[src/rtl/psum_tile_accumulator_if.sv]
// Handshake bundle between the systolic array, the tile accumulator
// and the result memory: the upstream partial-sum row channel plus the
// downstream finished-row channel.
interface psum_tile_accumulator_if #(
    parameter int WIDTH  = 4,
    parameter int DATA_W = 16,
    parameter int ACC_W  = 32,
    parameter int ADDR_W = 8
);
    logic                      row_valid;
    logic [WIDTH*DATA_W-1:0]   row_data;
    logic                      row_ready;
    logic                      out_valid;
    logic [WIDTH*ACC_W-1:0]    out_data;
    logic [ADDR_W-1:0]         out_addr;
    logic                      out_ready;
    logic                      tile_done;

    // Environment side: supplies psum rows and result-memory readiness.
    modport master (
        output row_valid, row_data, out_ready,
        input  row_ready, out_valid, out_data, out_addr, tile_done
    );

    // Accumulator side.
    modport slave (
        input  row_valid, row_data, out_ready,
        output row_ready, out_valid, out_data, out_addr, tile_done
    );
endinterface

[src/rtl/psum_tile_accumulator.sv]
// Output-side stage of the tiled systolic engine. Accumulates psum rows
// over all K-tiles of an output tile into a WIDTH x WIDTH buffer, then
// drains the finished tile row by row to the result memory while holding
// the array off with row_ready low.
module psum_tile_accumulator #(
    parameter int WIDTH   = 4,
    parameter int DATA_W  = 16,
    parameter int ACC_W   = 32,
    parameter int K_TILES = 4,
    parameter int ADDR_W  = 8
) (
    input  logic                   clk,
    input  logic                   rst,
    psum_tile_accumulator_if.slave bus
);

    localparam int RW = (WIDTH > 1) ? $clog2(WIDTH) : 1;
    localparam int KW = (K_TILES > 1) ? $clog2(K_TILES) : 1;

    typedef enum logic {ACCUM, DRAIN} state_t;

    state_t                   r_state;
    state_t                   w_nextState;

    logic [RW-1:0]            r_rowCnt;
    logic [RW-1:0]            r_drainCnt;
    logic [KW-1:0]            r_kCnt;
    logic [ADDR_W-1:0]        r_tileBase;
    logic                     r_tileDone;
    logic signed [ACC_W-1:0]  r_buf [WIDTH][WIDTH];

    logic signed [ACC_W-1:0]  w_ext [WIDTH];
    logic                     w_rowAccept;
    logic                     w_outFire;
    logic                     w_rowWrap;
    logic                     w_lastK;
    logic                     w_drainWrap;

    assign w_rowAccept = bus.row_valid && (r_state == ACCUM);
    assign w_outFire   = bus.out_ready && (r_state == DRAIN);
    assign w_rowWrap   = (r_rowCnt == RW'(WIDTH - 1));
    assign w_lastK     = (r_kCnt == KW'(K_TILES - 1));
    assign w_drainWrap = (r_drainCnt == RW'(WIDTH - 1));

    // Sign-extend each incoming psum element to accumulator width.
    always_comb begin
        for (int j = 0; j < WIDTH; j++) begin
            w_ext[j] = ACC_W'(signed'(bus.row_data[j*DATA_W +: DATA_W]));
        end
    end

    // State register.
    always_ff @(posedge clk) begin
        if (rst) begin
            r_state <= ACCUM;
        end else begin
            r_state <= w_nextState;
        end
    end

    // Leave ACCUM on the last row of the last K-tile, leave DRAIN on the final row handshake.
    always_comb begin
        w_nextState = r_state;
        case (r_state)
            ACCUM:   if (w_rowAccept && w_rowWrap && w_lastK) w_nextState = DRAIN;
            DRAIN:   if (w_outFire && w_drainWrap)            w_nextState = ACCUM;
            default: w_nextState = ACCUM;
        endcase
    end

    // Outputs come only from registered state so the handshake inputs never reach them.
    always_comb begin
        bus.row_ready = (r_state == ACCUM);
        bus.out_valid = (r_state == DRAIN);
        bus.out_addr  = r_tileBase + ADDR_W'(r_drainCnt);
        bus.tile_done = r_tileDone;
        bus.out_data  = '0;
        if (r_state == DRAIN) begin
            for (int j = 0; j < WIDTH; j++) begin
                bus.out_data[j*ACC_W +: ACC_W] = r_buf[r_drainCnt][j];
            end
        end
    end

    // Row/K-tile/drain counters, tile base address and the done pulse.
    always_ff @(posedge clk) begin
        if (rst) begin
            r_rowCnt   <= '0;
            r_kCnt     <= '0;
            r_drainCnt <= '0;
            r_tileBase <= '0;
            r_tileDone <= 1'b0;
        end else begin
            r_tileDone <= w_outFire && w_drainWrap;
            if (w_rowAccept) begin
                if (w_rowWrap) begin
                    r_rowCnt <= '0;
                    r_kCnt   <= w_lastK ? '0 : r_kCnt + KW'(1);
                end else begin
                    r_rowCnt <= r_rowCnt + RW'(1);
                end
            end
            if (w_outFire) begin
                if (w_drainWrap) begin
                    r_drainCnt <= '0;
                    r_tileBase <= r_tileBase + ADDR_W'(WIDTH);
                end else begin
                    r_drainCnt <= r_drainCnt + RW'(1);
                end
            end
        end
    end

    // Buffer update: the first K-tile loads (discarding the previous tile), later ones add with wrap.
    always_ff @(posedge clk) begin
        if (rst) begin
            for (int r = 0; r < WIDTH; r++) begin
                for (int j = 0; j < WIDTH; j++) begin
                    r_buf[r][j] <= '0;
                end
            end
        end else if (w_rowAccept) begin
            for (int j = 0; j < WIDTH; j++) begin
                if (r_kCnt == '0) begin
                    r_buf[r_rowCnt][j] <= w_ext[j];
                end else begin
                    r_buf[r_rowCnt][j] <= r_buf[r_rowCnt][j] + w_ext[j];
                end
            end
        end
    end

endmodule
[src/flat_wrapper.sv]
// flat-port wrapper written by rule: the top's interface ports become plain ports
module psum_tile_accumulator_flat 
#(
    parameter int WIDTH   = 4,
    parameter int DATA_W  = 16,
    parameter int ACC_W   = 32,
    parameter int K_TILES = 4,
    parameter int ADDR_W  = 8
)
  (clk, rst, bus_row_valid, bus_row_data, bus_out_ready, bus_row_ready, bus_out_valid, bus_out_data, bus_out_addr, bus_tile_done);
  psum_tile_accumulator_if #(.WIDTH(WIDTH), .DATA_W(DATA_W), .ACC_W(ACC_W), .ADDR_W(ADDR_W)) bus_i ();
  input  logic clk;
  input  logic rst;
  input wire logic [$bits(bus_i.row_valid)-1:0] bus_row_valid;
  input wire logic [$bits(bus_i.row_data)-1:0] bus_row_data;
  input wire logic [$bits(bus_i.out_ready)-1:0] bus_out_ready;
  output wire logic [$bits(bus_i.row_ready)-1:0] bus_row_ready;
  output wire logic [$bits(bus_i.out_valid)-1:0] bus_out_valid;
  output wire logic [$bits(bus_i.out_data)-1:0] bus_out_data;
  output wire logic [$bits(bus_i.out_addr)-1:0] bus_out_addr;
  output wire logic [$bits(bus_i.tile_done)-1:0] bus_tile_done;
  assign bus_i.row_valid = bus_row_valid;
  assign bus_i.row_data = bus_row_data;
  assign bus_i.out_ready = bus_out_ready;
  assign bus_row_ready = bus_i.row_ready;
  assign bus_out_valid = bus_i.out_valid;
  assign bus_out_data = bus_i.out_data;
  assign bus_out_addr = bus_i.out_addr;
  assign bus_tile_done = bus_i.tile_done;
  psum_tile_accumulator #(.WIDTH(WIDTH), .DATA_W(DATA_W), .ACC_W(ACC_W), .K_TILES(K_TILES), .ADDR_W(ADDR_W)) u_core (.clk(clk), .rst(rst), .bus(bus_i));
endmodule
[config.mk]
export PLATFORM = sky130hd
export DESIGN_NAME = psum_tile_accumulator_flat
export DESIGN_NICKNAME = d
export VERILOG_FILES = /design/src/rtl/psum_tile_accumulator_if.sv /design/src/rtl/psum_tile_accumulator.sv /design/src/flat_wrapper.sv
export SDC_FILE = /design/constraint.sdc
export NUM_CORES = 1
export LEC_CHECK = 0
export CAP_MARGIN = 20
export CORE_UTILIZATION = 61
export DETAILED_ROUTE_END_ITERATION = 12
export PLACE_DENSITY = 0.82
export SLEW_MARGIN = 20
export SYNTH_ARGS = -nofsm -noshare
export SYNTH_HDL_FRONTEND = slang
export SYNTH_SLANG_ARGS = --single-unit
[constraint.sdc]
create_clock -name clk -period 6.3 [get_ports clk]
set_clock_uncertainty 0.1 [all_clocks]
set_input_delay 0.945 -clock clk [delete_from_list [all_inputs] [get_ports clk]]
set_output_delay 0.945 -clock clk [all_outputs]
set_load 0.005 [all_outputs]
# Word level (Yosys, flattened, before mapping)

Memory sizes are Yosys's and may differ from the RTL's. A register that Yosys moved wholly into a read port is not among the register bits.
Cells that the tools add are included.
Widths: inputs -> output; s select.

Register bits after elaboration: 16
RAM bits: 512
Input port bits: 68
Output and inout bits: 139
Word-level logic and storage cells: 61
Memories kept: 1

Memories:

| name         | depth | width | rd ports | clocked after memory_dff | wr ports | line                        | source |
|---|---|---|---|---|---|---|---|
| u_core.r_buf | 4     | 128   | 2        | 2                        | 4        | psum_tile_accumulator.sv:30 | `logic signed [ACC_W-1:0] r_buf [WIDTH][WIDTH];` |

Add/sub/neg operators: 9
Equal/unequal tests: 3
Muxes and demuxes: 28
Bitwise gates (word level): 5
Reduce and logical (&&, ||, !) cells: 9

Operators with widths:

| kind                | count |
|---|---|
| $mux 128            | 2 |
| $add 32x16->32      | 4 |
| $mux 32             | 4 |
| $reduce_or 128->1   | 1 |
| $mux 2              | 8 |
| $mux 1              | 12 |
| $add 8x2->8         | 1 |
| $add 8x3->8 const B | 1 |
| $add 2x1->2 const B | 3 |
| $eq 2x2->1 const B  | 3 |
| $logic_and 1x1->1   | 5 |
| $mux 4              | 1 |
| $or 1x1->1          | 4 |
| $reduce_and 2->1    | 2 |
| $logic_not 2->1     | 1 |
| $pmux 1 s2          | 1 |
| $not 1->1           | 1 |

# Depth between registers and ports, before layout

Depth after elaboration: 8
Depth in mapped cells: 15
Mapped depth without buffers: 12

# Worst setup path before layout

No wires, ideal clock.

Path type: input to register
Start point: input bus_row_valid
End point: memory u_core.r_buf[1][0] in the netlist's numbering, enable pin
Setup time: 0.510 ns
Data arrival time: 4.791 ns
Required time: 5.690 ns
Slack: 0.899 ns
Stages on the path: 6
Buffers on the path: 2
Cells stage by stage: nor2b_1 > nor2b_1 > buf_2 > nand2_1 > clkbuf_1 > nand2b_1

RTL lines:

| what               | line                        | source |
|---|---|---|
| start: declaration | flat_wrapper.sv:14          | `input wire logic [$bits(bus_i.row_valid)-1:0] bus_row_valid;` |
| end: declaration   | psum_tile_accumulator.sv:30 |  |

==> results.json <==
{
  "p_per_area_nw_per_um2": 261.2,
  "grt_pass1_vias": 25231,
  "cp-start-kind": "flop",
  "ys_types": 77,
  "drv_slew": 0,
  "hold_viol": 0,
  "dieArea_um2": 55470,
  "clockBufferDepth": 3,
  "numCtsBuffers": 54,
  "core_area_um2": 53810,
  "cts_hold_buf": 0,
  "root_buffer": "clkbuf_16",
  "p_leak_nw": 14.00,
  "synth_nets": 3018,
  "synth_top_area_cell": "edfxtp_1",
  "yosysSeqAreaShare": 0.4730,
  "grt_max_degree": 92,
  "n_antenna_cell": 0,
  "ant_nets": 0,
  "grt.overflow.total": 0,
  "setup_viol": 0,
  "synth_ff_type": "edfxtp_1",
  "synth_top_area_share": 0.4622,
  "cts_tree": "yes",
  "drc_errors": 0,
  "async_flop_share": 0,
  "netlist_area_um2": 33260,
  "holdWs_ns": 0.4227,
  "layout-drive-gt1-share": 0.1474,
  "crit_top_cell": "nor3_1",
  "cts.sinks": 530,
  "synth_cells": 2814,
  "wirelength_um": 88870,
  "crit_path_end": "u_core.r_buf[0][89]",
  "dr.pass1.iters": 6,
  "post_drt_wl_per_cell_um": 24.18,
  "grt_antenna_before_repair": 2,
  "io_pins": 207,
  "fin_nets": 3139,
  "hold_class": "flop to flop",
  "drtIter0Drc": 2712,
  "cp.depth": 12,
  "gp_congestion": 0.9391,
  "die_x_um": 235.5,
  "area_delta_synth_final_pct": 14.12,
  "grt_pass1_wl_um": 139200,
  "critical_path_buf_inv_count": 1,
  "cp.required_ns": 6.51,
  "outcome": "completed",
  "clk_latency_ns": 0.63,
  "syn_avg_cell_area_um2": 11.82,
  "r2r-end": "u_core.r_buf[0][89]",
  "fin_util": 0.7054,
  "dpl.hpwl_um": 55790,
  "fin_cells": 3675,
  "cts_setup_buffers": 0,
  "critPathMaxFanout": 29,
  "dp_cells": 3573,
  "synth_area_leaders": "edfxtp_1 (46%), mux4_2 (17%), nor2_1 (6.6%)",
  "r2r_setup_slack_ns": 1.58,
  "die_h_um": 235.5,
  "max_stage_delay_ns": 0.77,
  "row_count": 85,
  "max_cap_viol_count": 0,
  "crit_type": "flop to flop",
  "worst_pin_slew_ns": 1.063,
  "grtUsageTotal": 0.3206,
  "fmax_mhz": 211.8,
  "reg2regPathDepth": 12,
  "worstPathCellList": "buf_4 -> mux4_2 -> ha_1 -> a21oi_1 -> o21ai_0 -> nor3_1 -> a31oi_2 -> a21oi_2 -> o21ai_1 -> a311o_1 -> a211oi_2 -> nor3_1",
  "ys_ff_latch": 530,
  "period_minus_slack_ns": 4.721,
  "port_buffers": 206,
  "cts_resized": 0,
  "crit_arrival_ns": 4.93,
  "dr_total_vias": 24774,
  "tns_ns": 0,
  "htreeDepth": 2,
  "viasPerCell": 6.741,
  "fin_crit_sh": 0.7494,
  "cp_slowest_cell": "dfxtp_4",
  "clk_pin_slew_ns": 0.06,
  "rsz0062_at_grt": "false",
  "ys_warn_count": 0,
  "synth_edf_count": 512,
  "p_total_mw": 9.914,
  "start_util": 0.6181,
  "ir_worst_vdd_mv": 0.2075,
  "relSlewSlack": 0.2914,
  "path_delay_family": "compound AO/OA/AOI/OAI gates",
  "cp-end-kind": "flop"
}
stage by stage:
stage / setup slack [ns] / area [um^2]
after floorplan: 0.8989 / 33260
after global placement: 1.608 / 36020
after detailed placement: 1.467 / 36020
after CTS: 1.542 / 37910
after global routing: 1.270 / 37960
final: 1.579 / 37960
power by group:
group / total [mW] / internal [mW] / switching, mW
sequential: 4.21 / 4.09 / 0.120
combinational: 2.29 / 0.973 / 1.31
clock: 3.42 / 2.02 / 1.40
total: 9.91 / 7.07 / 2.84
per-layer routing:
metal  track usage  wire length [um]
met5             0                11
met4        0.1014              2329
met3       0.06062              8291
met2        0.5294             43950
met1        0.4323             34280
sequential cells by signal, indices dropped and copies added, names as in the netlist, named ones only:
name,count
u_core.r_buf,512
u_core.r_rowCnt,2
u_core.bus.out_valid,1
u_core.bus.tile_done,1
u_core.r_kCnt,2
u_core.r_tileBase,6
u_core.r_drainCnt,2
cell type report:
class	count	area [um^2]
clock buffers	70	1548
well taps	696	870.8
multi-input cells	2064	16750
inverters	34	127.6
fillers	3705	15850
flip-flops and latches	530	15750
repair buffers	251	2577
clock inverters	30	336.6
cell families after synthesis:
family	Yosys count	share of synthesized area
AO/OA/AOI/OAI	522	0.1031
AND/OR/NAND/NOR	1031	0.1408
XOR/XNOR	101	0.02659
multiplexers	274	0.1787
buffers and inverters	220	0.02565
adder cells (fa/ha/maj)	136	0.05206
flip-flops	530	0.4730
worst min-delay path by stage:
| stage | startpoint | to | slack (ns) | cells past startpoint |
|---|---|---|---|---|
| final | u_core.r_kCnt[1] | u_core.r_kCnt[1] | 0.42 | 2 |
| after global routing | u_core.r_kCnt[1] | u_core.r_kCnt[1] | 0.44 | 2 |
| after CTS | u_core.r_kCnt[1] | u_core.r_kCnt[1] | 0.42 | 2 |
| after detailed placement | u_core.r_kCnt[1] | u_core.r_kCnt[1] | 0.41 | 2 |
| after global placement | u_core.r_drainCnt[1] | flop | 0.38 | 2 |
| after floorplan | u_core.r_kCnt[1] | u_core.r_kCnt[1] | 0.37 | 2 |
cell usage after synthesis, types with 5 or more instances:
library cell	instances
o21a_1	10
a31oi_1	14
o21ai_0	66
o31ai_1	9
and3_1	15
mux2i_1	18
or3_1	19
nand2_1	114
a211oi_1	14
a21o_1	80
nor3_1	25
a211oi_2	5
xnor2_1	61
xor2_1	40
edfxtp_1	512
nand4_1	26
clkbuf_1	135
a31o_2	6
o21bai_1	20
nor3b_1	11
inv_1	34
nand3_1	42
o21ai_1	13
and2_1	142
buf_2	22
buf_1	29
mux4_2	256
nor2b_1	9
a21oi_1	211
o211ai_1	15
dfxtp_1	18
ha_1	132
nand2b_1	14
and4_1	10
nor2_1	586
cells in the final DEF (no fill, tap or decap), types with 25 or more instances in the layout:
| cell | instances |
|---|---|
| buf_4 | 32 |
| nand3_1 | 42 |
| and2_1 | 142 |
| a21oi_1 | 211 |
| clkbuf_16 | 59 |
| xor2_1 | 40 |
| ha_1 | 132 |
| nand4_1 | 26 |
| nor2_1 | 586 |
| nor3_1 | 25 |
| mux4_2 | 256 |
| a21o_1 | 80 |
| xnor2_1 | 61 |
| clkdlybuf4s50_1 | 206 |
| nand2_1 | 111 |
| inv_1 | 34 |
| edfxtp_1 | 512 |
| o21ai_0 | 66 |
worst min-delay path, stage by stage (launching register included):
cell	delay, ns
dfxtp_1	0.32
inv_1	0.07
o21ai_0	0.08
(Power assumes the default switching activity.)
==> patch: new RTL, same settings <==
`K_TILES` is set to 4 in 2 places; all go to 2.
--- a/src/rtl/psum_tile_accumulator.sv
+++ b/src/rtl/psum_tile_accumulator.sv
@@ -6,7 +6,7 @@
     parameter int WIDTH   = 4,
     parameter int DATA_W  = 16,
     parameter int ACC_W   = 32,
-    parameter int K_TILES = 4,
+    parameter int K_TILES = 2,
     parameter int ADDR_W  = 8
 ) (
     input  logic                   clk,
--- a/src/flat_wrapper.sv
+++ b/src/flat_wrapper.sv
@@ -4,7 +4,7 @@
     parameter int WIDTH   = 4,
     parameter int DATA_W  = 16,
     parameter int ACC_W   = 32,
-    parameter int K_TILES = 4,
+    parameter int K_TILES = 2,
     parameter int ADDR_W  = 8
 )
   (clk, rst, bus_row_valid, bus_row_data, bus_out_ready, bus_row_ready, bus_out_valid, bus_out_data, bus_out_addr, bus_tile_done);
Function: not settled (the Yosys comparison gave no result); the edit may change what the design does.
==> patch against the original RTL <==
The flow now finishes with violations (DRC). Sequential cell count down 1. Design area decreased by 1.1%. Routed wire length increased by 2.5%. Combinational power down 3%. Worst setup slack got worse by 220 ps. First-iteration DRC count shrank 2.1%. Clock power fell by 6.4%. Power down 3.0%. Maximum frequency is 4.4% lower. Highest routed layer unchanged. Area after synthesis decreased by 0.24%.
==> patch: results (changes against the original RTL) <==
[outcome]
status = finished with violations
violations = DRC

[layout]
clkbuf_count = 69  ; -1.4%
n_fill_cell = 3749  ; +1.2%
multi_input_area_share_pct = 44.4  ; +0.28 points
nonClockInverterCount = 28  ; -18%
n_antenna_cell = 1  ; +1
buffers = 248  ; -1.2%
multi_input_cells = 2066  ; +0.097%
drive_gt1_share_pct = 14.0  ; -0.77 points
nonClkBufAreaFrac_pct = 6.50  ; -0.29 points
seq_share_pct = 41.9  ; +0.43 points
clock_cell_area_share_pct = 4.56  ; -0.40 points
finalNetCount = 3130  ; -0.29%

[power_and_ir_drop]
powerDensity_mw_per_mm2 = 256  ; -1.8%
p_leak_nw = 13.7  ; -2.0%
ir_worst_vdd_v = 0.000207  ; -0.46%

[yosys]
synth_fp_nets = 3023  ; +0.17%
ys_seq_area_share_pct = 47.4  ; +0.054 points
yosys-top-cells-count = nor2_1 (515), edfxtp_1 (512), mux4_2 (256)
netlist_instances = 2821  ; +0.25%
synth_compound_area_share_pct = 11.2  ; +0.85 points
synth_mux_area_share_pct = 18.0  ; +0.10 points
synth_xor_xnor_area_share_pct = 2.98  ; +0.32 points
synth-seq-cells = 529  ; -0.19%
synthAdderAreaFrac_pct = 5.14  ; -0.063 points
synth_area_leaders = edfxtp_1 (46%), mux4_2 (17%), nor2_1 (5.8%), ha_1 (4.9%), a21oi_1 (3.2%)
synth_cell_types = 69  ; -10%

[timing]
slew_headroom_pct = 23.8  ; -5.3 points
hold_slack_ps = 416  ; -6.93 ps
final.setup.worst_slack_ps = 1360  ; -218 ps

[place]
hpwl_mm = 57.5  ; +3.0%
pre_cts_ws_ps = 1350  ; -120 ps
placed_cell_area_mm2 = 0.0358  ; -0.58%
placedCellCount = 3567  ; -0.17%
place_congestion = 0.937  ; -0.20%

[route]
post_drt_via_cell_ratio = 6.81  ; +1.1%
route.met2.wl_mm = 44.8  ; +1.9%
dr.max_layer_used = met5
via_count = 25000  ; +0.92%
post-route-drc-count = 2  ; +2
drt_iter0_drc = 2654  ; -2.1%
drtPass1Iterations = 10  ; +4
wl_met1_mm = 34.4  ; +0.47%

[die]
die_x_um = 235  ; -0.12%

[global_routing]
grt_antenna_before_repair = 4  ; +2
grt_pass1_vias = 25200  ; -0.23%
grt_usage_pct = 32.9  ; +0.85 points
grt_pass1_wl_mm = 140  ; +0.94%

[clocking]
numCtsBuffers = 55  ; +1.9%
clkTransAtPathRegs_ps = 60  ; about the same
h-tree-depth = 2  ; unchanged

[critical_path]
startpoint_type = register
r2r_cells = 12  ; unchanged
critPathMaxFanout = 28  ; -3.4%
r2r_end = u_core.r_buf[1][62]$_SDFFCE_PN0P_
critPathArrivalTime_ps = 5190  ; +260 ps

[hold_path]
hp-start = u_core.r_drainCnt[1]$_SDFFE_PP0P_

==> patch: cell types whose count changed in the layout (fill, tap and decap cells not counted), moves of 8 or more <==
cell	before	now
a21o_1	80	58
nor2_1	586	515
o21ai_1	13	2
xor2_1	40	58
nand2_1	111	123
a211o_1	2	10
o22ai_1	0	8
nor3b_1	11	2
o21ai_0	66	171
or3_1	19	7
==> patch: power breakdown <==
| part | leakage (nW) | switching (mW) | internal, mW |
|---|---|---|---|
| registers | 5.47 | 0.117 | 4.07 |
| logic | 7.40 | 1.30 | 0.923 |
| clock network | 0.836 | 1.40 | 1.80 |
==> patch: per-layer routing <==
metal  vias to the layer above  global-route usage, %
met3                       208                   5.66
met2                      1441                   54.9
li1                      10900                      -
met5                         -                      0
met4                         6                   11.7
met1                     12400                   43.8
